`src/rtl/d_split_pkg.sv`:
```
// d_split shared types and constants.
// Lane FSM states, default comma bytes, pair bundle.
package d_split_pkg;

   typedef enum logic [1:0] {
      HUNT   = 2'd0,
      SYNC   = 2'd1,
      LOCK_A = 2'd2,
      LOCK_B = 2'd3
   } state_t;

   localparam logic [7:0] SYNC_1 = 8'hBC;
   localparam logic [7:0] SYNC_2 = 8'h3C;

   typedef struct packed {
      logic [7:0] lane1;
      logic [7:0] lane2;
   } pair_t;

endpackage

```
`src/rtl/d_split_pair_fifo.sv`:
```
// Pair FIFO for d_split: DEPTH entries of 2*DW bits.
// Flush wins over push/pop; push allowed when full if popping.
module pair_fifo #(
   parameter int DW    = 8,
   parameter int DEPTH = 4,
   parameter int AW    = $clog2(DEPTH),
   parameter int LW    = $clog2(DEPTH) + 1
) (
   input  logic          clk,
   input  logic          rst_n,
   input  logic          push,
   input  logic          pop,
   input  logic          flush,
   input  logic [2*DW-1:0] wdata,
   output logic [2*DW-1:0] rdata,
   output logic          full,
   output logic          empty,
   output logic [LW-1:0] level
);

   import d_split_pkg::*;

   logic [2*DW-1:0] mem [DEPTH];
   logic [AW-1:0]   wr_ptr;
   logic [AW-1:0]   rd_ptr;
   logic [LW-1:0]   count;
   logic            wr;
   logic            rd;

   assign full  = (count == LW'(DEPTH));
   assign empty = (count == '0);
   assign level = count;
   assign rdata = mem[rd_ptr];

   assign rd = pop && !empty;
   assign wr = push && (!full || rd);

   // storage: cleared on reset so the head reads zero
   always_ff @(posedge clk or negedge rst_n) begin
      if (!rst_n) begin
         for (int i = 0; i < DEPTH; i++) begin
            mem[i] <= '0;
         end
      end else if (wr && !flush) begin
         mem[wr_ptr] <= wdata;
      end
   end

   // pointers and occupancy
   always_ff @(posedge clk or negedge rst_n) begin
      if (!rst_n) begin
         wr_ptr <= '0;
         rd_ptr <= '0;
         count  <= '0;
      end else if (flush) begin
         wr_ptr <= '0;
         rd_ptr <= '0;
         count  <= '0;
      end else begin
         if (wr) wr_ptr <= wr_ptr + 1'b1;
         if (rd) rd_ptr <= rd_ptr + 1'b1;
         if (wr && !rd) begin
            count <= count + 1'b1;
         end else if (rd && !wr) begin
            count <= count - 1'b1;
         end
      end
   end

endmodule

```
`src/rtl/d_split.sv`:
```
// d_split: comma-locked splitter of an interleaved byte
// stream into lane-1/lane-2 pairs behind a valid/ready FIFO.
module d_split #(
   parameter int          DW     = 8,
   parameter int          DEPTH  = 4,
   parameter logic [DW-1:0] SYNC_1 = d_split_pkg::SYNC_1,
   parameter logic [DW-1:0] SYNC_2 = d_split_pkg::SYNC_2
) (
   input  logic                     clk,
   input  logic                     rst_n,
   input  logic                     in_valid,
   input  logic [DW-1:0]            in_data,
   input  logic                     realign,
   output logic                     out_valid,
   input  logic                     out_ready,
   output logic [DW-1:0]            out_data_1,
   output logic [DW-1:0]            out_data_2,
   output logic                     locked,
   output logic [$clog2(DEPTH):0]   level,
   output logic                     overflow
);

   import d_split_pkg::*;

   localparam int LW = $clog2(DEPTH) + 1;

   state_t          state;
   state_t          state_nx;
   logic [DW-1:0]   hold;
   logic            locked_q;
   logic            ovf_q;
   logic            pair_done;
   logic            is_comma;
   logic            push;
   logic            pop;
   logic            drop;
   logic            full;
   logic            empty;
   logic [2*DW-1:0] rdata;
   logic [LW-1:0]   fifo_level;

   assign pair_done = in_valid && !realign
                    && (state == LOCK_B);
   assign is_comma  = (hold == SYNC_1)
                    && (in_data == SYNC_2);
   assign push      = pair_done && !is_comma;
   assign pop       = out_ready && !empty;
   assign drop      = push && full && !pop;

   // lane phase search and lock sequencing
   always_comb begin
      state_nx = state;
      if (in_valid) begin
         unique case (state)
            HUNT: begin
               if (in_data == SYNC_1) state_nx = SYNC;
            end
            SYNC: begin
               if (in_data == SYNC_2) begin
                  state_nx = LOCK_A;
               end else if (in_data != SYNC_1) begin
                  state_nx = HUNT;
               end
            end
            LOCK_A:  state_nx = LOCK_B;
            LOCK_B:  state_nx = LOCK_A;
            default: state_nx = HUNT;
         endcase
      end
   end

   // state register; realign returns to hunting
   always_ff @(posedge clk or negedge rst_n) begin
      if (!rst_n) begin
         state <= HUNT;
      end else if (realign) begin
         state <= HUNT;
      end else begin
         state <= state_nx;
      end
   end

   // registered lock indication follows next state
   always_ff @(posedge clk or negedge rst_n) begin
      if (!rst_n) begin
         locked_q <= 1'b0;
      end else if (realign) begin
         locked_q <= 1'b0;
      end else begin
         locked_q <= (state_nx == LOCK_A)
                  || (state_nx == LOCK_B);
      end
   end

   // lane-1 byte held until its lane-2 partner arrives
   always_ff @(posedge clk or negedge rst_n) begin
      if (!rst_n) begin
         hold <= '0;
      end else if (realign) begin
         hold <= '0;
      end else if (in_valid && state == LOCK_A) begin
         hold <= in_data;
      end
   end

   // sticky drop flag, cleared only by realign or reset
   always_ff @(posedge clk or negedge rst_n) begin
      if (!rst_n) begin
         ovf_q <= 1'b0;
      end else if (realign) begin
         ovf_q <= 1'b0;
      end else if (drop) begin
         ovf_q <= 1'b1;
      end
   end

   pair_fifo #(
      .DW    (DW),
      .DEPTH (DEPTH)
   ) u_fifo (
      .clk   (clk),
      .rst_n (rst_n),
      .push  (push),
      .pop   (pop),
      .flush (realign),
      .wdata ({hold, in_data}),
      .rdata (rdata),
      .full  (full),
      .empty (empty),
      .level (fifo_level)
   );

   assign out_valid  = !empty;
   assign out_data_1 = rdata[2*DW-1:DW];
   assign out_data_2 = rdata[DW-1:0];
   assign locked     = locked_q;
   assign level      = fifo_level;
   assign overflow   = ovf_q;

endmodule
```
`config.mk`:
```
export PLATFORM = sky130hd
export DESIGN_NAME = d_split
export DESIGN_NICKNAME = d
export VERILOG_FILES = /design/src/rtl/d_split_pkg.sv /design/src/rtl/d_split_pair_fifo.sv /design/src/rtl/d_split.sv
export SDC_FILE = /design/constraint.sdc
export NUM_CORES = 1
export LEC_CHECK = 0
export CAP_MARGIN = 20
export CORE_MARGIN = 10
export CORE_UTILIZATION = 62
export DETAILED_ROUTE_END_ITERATION = 10
export PLACE_DENSITY = 0.93
export SLEW_MARGIN = 20
export SYNTH_ARGS = -nofsm -noshare
export SYNTH_HDL_FRONTEND = slang
export SYNTH_SLANG_ARGS = --single-unit
```
`constraint.sdc`:
```
create_clock -name clk -period 7.6 [get_ports clk]
set_clock_uncertainty 0.05 [all_clocks]
set_input_delay 0.76 -clock clk [delete_from_list [all_inputs] [get_ports clk]]
set_output_delay 0.76 -clock clk [all_outputs]
set_load 0.01 [all_outputs]
```
# Yosys cells after proc, flatten, opt, wreduce, memory -nomap -nowiden
# Cells that the tools add are included.
# W data, S select, Z words.
word_totals:
  output_inout_bits: 22
  reg_bits: 83
  word_cells: 84
  input_bits: 13
op_classes:
  bitwise_logic: 2
  addsub: 4
  n_lt_le_gt_ge: 3
  n_mux: 24
  n_reduce_logical: 30
  n_eq_ne: 10
ops:
  columns: ["op", "n"]
  rows:
  - ["$bwmux W64", 1]
  - ["$mux W16", 3]
  - ["$bmux W16 S2", 1]
  - ["$demux W16 S2", 1]
  - ["$mux W2", 9]
  - ["$eq A8 B8 Y1 const B", 2]
  - ["$mux W8", 2]
  - ["$logic_and A1 B1 Y1", 14]
  - ["$mux W3", 3]
  - ["$eq A2 B2 Y1 const B", 4]
  - ["$eq A8 B6 Y1 const B", 1]
  - ["$ne A8 B8 Y1 const B", 1]
  - ["$pmux W2 S4", 1]
  - ["$reduce_bool A2 Y1", 4]
  - ["$logic_not A1 Y1", 7]
  - ["$ge A3 B3 Y1 const B", 2]
  - ["$not A2 Y3", 2]
  - ["$add A2 B1 Y2 const B", 2]
  - ["$add A3 B1 Y3 const B", 1]
  - ["$eq A3 B3 Y1 const B", 1]
  - ["$logic_not A3 Y1", 1]
  - ["$lt A3 B1 Y1 const B", 1]
  - ["$mux W1", 3]
  - ["$reduce_bool A3 Y1", 1]
  - ["4 further kinds", 5]

# Logic depth before layout (Yosys ltp)
depth:
  depth_word: 11
  ltp_mapped: 9

# Hierarchy
# Synthesis repeated with hierarchy kept, for this count alone.
unflattened:
  cells_unflattened: 272
  area_unflattened_um2: 4077.7
by_module_without_submodules:
  columns: ["module", "instances", "area_per_inst_um2", "cells_per_inst", "seq_area_each_um2"]
  rows:
  - ["pair_fifo", 1, 3480.8, 220, 1776.7]
  - ["d_split", 1, 596.8, 52, 300.3]

# Worst setup path before layout
# No wires, ideal clock.
synth_timing:
  kind: "input port to flip-flop"
  from: "input out_ready"
  to: "register u_fifo.count[2] (netlist: u_fifo.level[2])"
  arrival_ns: 2.856
  slack_ns: 4.606
  setup_time_ns: 0.088
  cell_stages: 7
  path_cell_list: "clkbuf_1 -> nor4b_1 -> nor3_1 -> fa_1 -> or4_1 -> a2bb2oi_1 -> a41oi_1"
synth_via:
  elab_chain_len: 7
synth_lines:
  columns: ["element", "line", "source"]
  rows:
  - ["start, declared", "d_split.sv:15", "input logic out_ready,"]
  - ["$logic_and A1 B1 Y1 *", "d_split.sv:47", "assign pop = out_ready && !empty;"]
  - ["$logic_and A1 B1 Y1 *", "d_split_pair_fifo.sv:35", "assign rd = pop && !empty;"]
  - ["$logic_or A1 B1 Y1", "d_split_pair_fifo.sv:36", "assign wr = push && (!full || rd);"]
  - ["$logic_and A1 B1 Y1", "d_split_pair_fifo.sv:36", null]
  - ["$logic_and A1 B1 Y1 or $logic_not A1 Y1 (tied branches)", "d_split_pair_fifo.sv:62, d_split_pair_fifo.sv:64", null]
  - ["$mux W3 or $logic_and A1 B1 Y1 (tied branches)", "d_split_pair_fifo.sv:62, d_split_pair_fifo.sv:64", null]
  - ["$mux W3 or $reduce_bool A3 Y1 (tied branches)", null, null]
  - ["end signal, assigned", "d_split_pair_fifo.sv:63", "count <= count + 1'b1;"]
  - ["end signal, assigned", "d_split_pair_fifo.sv:65", "count <= count - 1'b1;"]
  - ["end, declared", "d_split_pair_fifo.sv:26", "logic [LW-1:0] count;"]
# Every way passes the cells marked *; elsewhere a longest branch is shown, timed or not.
# A chain may end at the register's enable or synchronous reset.

# Final worst setup path
layout_timing:
  from: "input realign"
  to: "register u_fifo.count[2] (netlist: u_fifo.level[2])"
layout_via:
  elab_chain_len: 8
layout_lines:
  columns: ["element", "line", "source"]
  rows:
  - ["start, declared", "d_split.sv:13", "input logic realign,"]
  - ["$logic_not A1 Y1", "d_split.sv:42", "assign pair_done = in_valid && !realign"]
  - ["$logic_and A1 B1 Y1", "d_split.sv:42", null]
  - ["$logic_and A1 B1 Y1", "d_split.sv:43", "&& (state == LOCK_B);"]
  - ["$logic_and A1 B1 Y1", "d_split.sv:46", "assign push = pair_done && !is_comma;"]
  - ["$logic_and A1 B1 Y1", "d_split_pair_fifo.sv:36", null]
  - ["$logic_and A1 B1 Y1 or $logic_not A1 Y1 (tied branches)", "d_split_pair_fifo.sv:62, d_split_pair_fifo.sv:64", null]
  - ["$mux W3 or $logic_and A1 B1 Y1 (tied branches)", "d_split_pair_fifo.sv:62, d_split_pair_fifo.sv:64", null]
  - ["$mux W3 or $reduce_bool A3 Y1 (tied branches)", null, null]
# Several ways; a longest one is shown, not always the timed one.

==> flow_metrics.env <==
export IMPL_path_class="in -> reg"
export IMPL_drive_gt1_share_pct=35.2
export IMPL_grt_max_degree=84
export IMPL_dp_slack_ns=3.76
export IMPL_cts_tree="built"
export IMPL_fill_cells=421
export IMPL_timing_fmax_mhz=284
export IMPL_vias=2303
export IMPL_synth_top_family_by_area="multiplexers"
export IMPL_critPathMaxStageDelay_ns=0.96
export IMPL_die_area_um2=10100
export IMPL_hold_buffers=0
export IMPL_rsz0062_at_grt="no"
export IMPL_met1_usage_pct=21.8
export IMPL_crit_fanout=21
export IMPL_maxCapViolCount=0
export IMPL_switchingPower_uw=178
export IMPL_hold_viol=0
export IMPL_seq_area_frac_synth_pct=51.9
export IMPL_p_int_uw=613
export IMPL_peakVddDrop_mv=0.192
export IMPL_synth_nets=279
export IMPL_post_cts_resized=0
export IMPL_core_area_um2=6310
export IMPL_finalInstanceArea_um2=4550
export IMPL_path_clk_slew_ns=0.08
export IMPL_finalSetupViolations=0
export IMPL_fp_dieH_um=100
export IMPL_n_antenna_cell=0
export IMPL_r2r_start="hold[7]"
export IMPL_rows=29
export IMPL_multi_input_area_um2=1820
export IMPL_comb_power_share_pct=4.0
export IMPL_setup_ws_ns=4.08
export IMPL_synth_edf_count=0
export IMPL_grtUsageMet2_pct=26.8
export IMPL_fin_tns_setup_ns=0
export IMPL_grt_overflow_total=0
export IMPL_hold_depth=1
export IMPL_cts_sinks=83
export IMPL_hold_class="reg -> reg"
export IMPL_hold_slack_ns=0.463
export IMPL_cts_htree_levels=3
export IMPL_drt_total_wl_um=7970
export IMPL_worst_pin_slew_ns=1.01
export IMPL_synthAdderAreaFrac_pct=1.75
export IMPL_period_needed_ns=3.52
export IMPL_reg2regPathDepth=8
export IMPL_netlist_area_leader_share_pct=51.9
export IMPL_slew_violations=0
export IMPL_regArea_um2=2080
export IMPL_use_met3_pct=3.64
export IMPL_synthTopCellsByCount="dfrtp_1 (83), mux2_4 (40), mux2_2 (24)"
export IMPL_ant_nets=0
export IMPL_dp_hpwl_um=5230
export IMPL_synthFlopType="dfrtp_1"
export IMPL_post_cts_buffers=0
export IMPL_vias_per_cell=6.14
export IMPL_clockPowerShare_pct=39.9
export IMPL_hold_end="u_fifo.mem[20]"
export IMPL_place_congestion=0.878
export IMPL_grt_usage_pct=16.9
export IMPL_post_dp_cell_area_um2=4360
export IMPL_drtIter0Drc=167
export IMPL_yosysMostFrequentCell="dfrtp_1"
export IMPL_initial_core_util_pct=63.3
export IMPL_grt_pass1_wl_um=13400
export IMPL_syn_area_um2=4000
export IMPL_status="finished, final reports clean"
export IMPL_synth_largest_area_cell="dfrtp_1"
export IMPL_synth_compound_area_share_pct=1.50
export IMPL_synth_cell_types=40
export IMPL_slew_headroom_pct=32.8
export IMPL_final_nets=312
export IMPL_muxShareOfSynthArea_pct=33.3
export IMPL_place_inst=360
export IMPL_slowest_stage="clkdlybuf4s50_1"
export IMPL_synth_simple_gate_area_share_pct=8.51
export IMPL_ys_ff_latch=83
export IMPL_synth_xor_area_share_pct=0.438
export IMPL_cp_cell_sequence="clkdlybuf4s50_1, inv_1, nand4_1, or2_2, nor3_1, fa_1, or4_1, a2bb2oi_1, a41oi_1"
export IMPL_crit_required_ns=7.81
export IMPL_drc_errors=0
export IMPL_worstSetupStartpointType="input pin"
export IMPL_io_buffers=34
export IMPL_avgRoutedWirePerCell_um=21.3
export IMPL_worst_ep_arrival_time_ns=3.73
export IMPL_rrSetupSlack_ns=4.71
export IMPL_endpoint_kind="register"
export IMPL_worstReg2RegEnd="u_fifo.level[2]"
export IMPL_antenna_found_initial=0
export IMPL_pwr_share_seq_pct=56.2
export IMPL_hp_start="u_fifo.mem[20]"
export IMPL_ios=35
export IMPL_p_per_area_nw_per_um2=174
export IMPL_die_w_um=100
export IMPL_sw_frac_of_total_pct=22.5
export IMPL_cts_made_buffers=9
export IMPL_async_flop_share_pct=100
export IMPL_clkLatencyLatePin_ns=0.35
export IMPL_grt_busiest_layer="met2"
export IMPL_worst_path_dominant_cell_family="buffers and inverters"
export IMPL_first_pass_iters=4
export IMPL_area_growth_pct=13.8
export IMPL_synth_area_leaders="dfrtp_1 (52%), mux2_4 (15%), mux4_2 (9.0%)"
export IMPL_fin_crit_sh_pct=46.3
export IMPL_cp_num_buf_inv=2
export IMPL_cts_buffer_depth=2
export IMPL_cts_root_buf="clkbuf_8"
export IMPL_p_leak_uw=0.00230
export IMPL_synth_warnings=0
export IMPL_syn_area_per_cell_um2=15.3
export IMPL_fin_cells=375
export IMPL_syn_inst=261
export IMPL_grt_pass1_vias=2496
-- cells in the final DEF, fill, tap and decap left out, types with 4 or more instances in the layout --
cell type,netlist,final
mux2_4,40,40
nand2_4,4,4
clkbuf_8,0,10
nor3_1,6,6
mux2i_1,10,10
mux4_2,16,16
mux2_2,24,24
nor2_1,15,15
clkdlybuf4s50_1,0,33
nand3_1,8,8
inv_1,6,6
ha_1,4,4
dfrtp_1,83,83
-- final cells by class --
cell class                      instances  share of cell area, %
Clock buffer                           10                   3.02
Clock inverter                          5                   1.18
Inverter                                6                  0.495
Multi-Input combinational cell        159                   40.0
Sequential cell                        83                   45.6
Tap cell                               77                   2.12
Timing Repair Buffer                   35                   7.59
-- metrics by stage --
stage / power [µW] / utilization [%]
detailed placement: 485 / 69.1
global placement: 484 / 69.1
CTS: 797 / 72.1
floorplan: 463 / -
finish: 791 / 72.1
global route: 819 / 72.1
-- sequential cells by signal, summed over array words and instances (netlist names) --
register,count
hold,8
locked,1
overflow,1
state,2
u_fifo.level,3
u_fifo.mem,64
u_fifo.rd_ptr,2
u_fifo.wr_ptr,2
-- worst max path at each step --
stage                    from         endpoint  slack (ns)  depth (start not counted)
detailed placement    realign  u_fifo.level[2]        3.76                          9
global placement      realign  u_fifo.level[2]        3.92                          9
floorplan           out_ready  u_fifo.level[2]        4.61                          7
CTS                   realign  u_fifo.level[2]        4.11                          9
global route          realign  u_fifo.level[2]        3.92                          9
finish                realign  u_fifo.level[2]        4.08                          9
-- kinds of logic after synthesis --
family                     count (synthesis)
AOI/OAI and AO/OA                          8
buffers and inverters                     19
xor gates and xnor gates                   2
DFF                                       83
muxes                                     90
adders and majority gates                  5
and+or+nand+nor                           54
-- power groups by stage --
stage                     clock network, µW  registers, µW  logic, µW
after floorplan                           0            453       9.88
after global placement                    0            453       30.9
after detailed placement                  0            453       31.5
after CTS                               321            444       31.8
after global routing                    340            445       34.2
final                                   315            445       31.3
-- layer usage --
metal	vias up	part of all wire (%)	routed length (µm)
li1	1027	-	-
met1	1209	44	3470
met2	56	50	4010
met3	11	4.2	331
met4	0	2.0	160
met5	-	0	0
No activity file was read; power rests on OpenSTA's default activity.
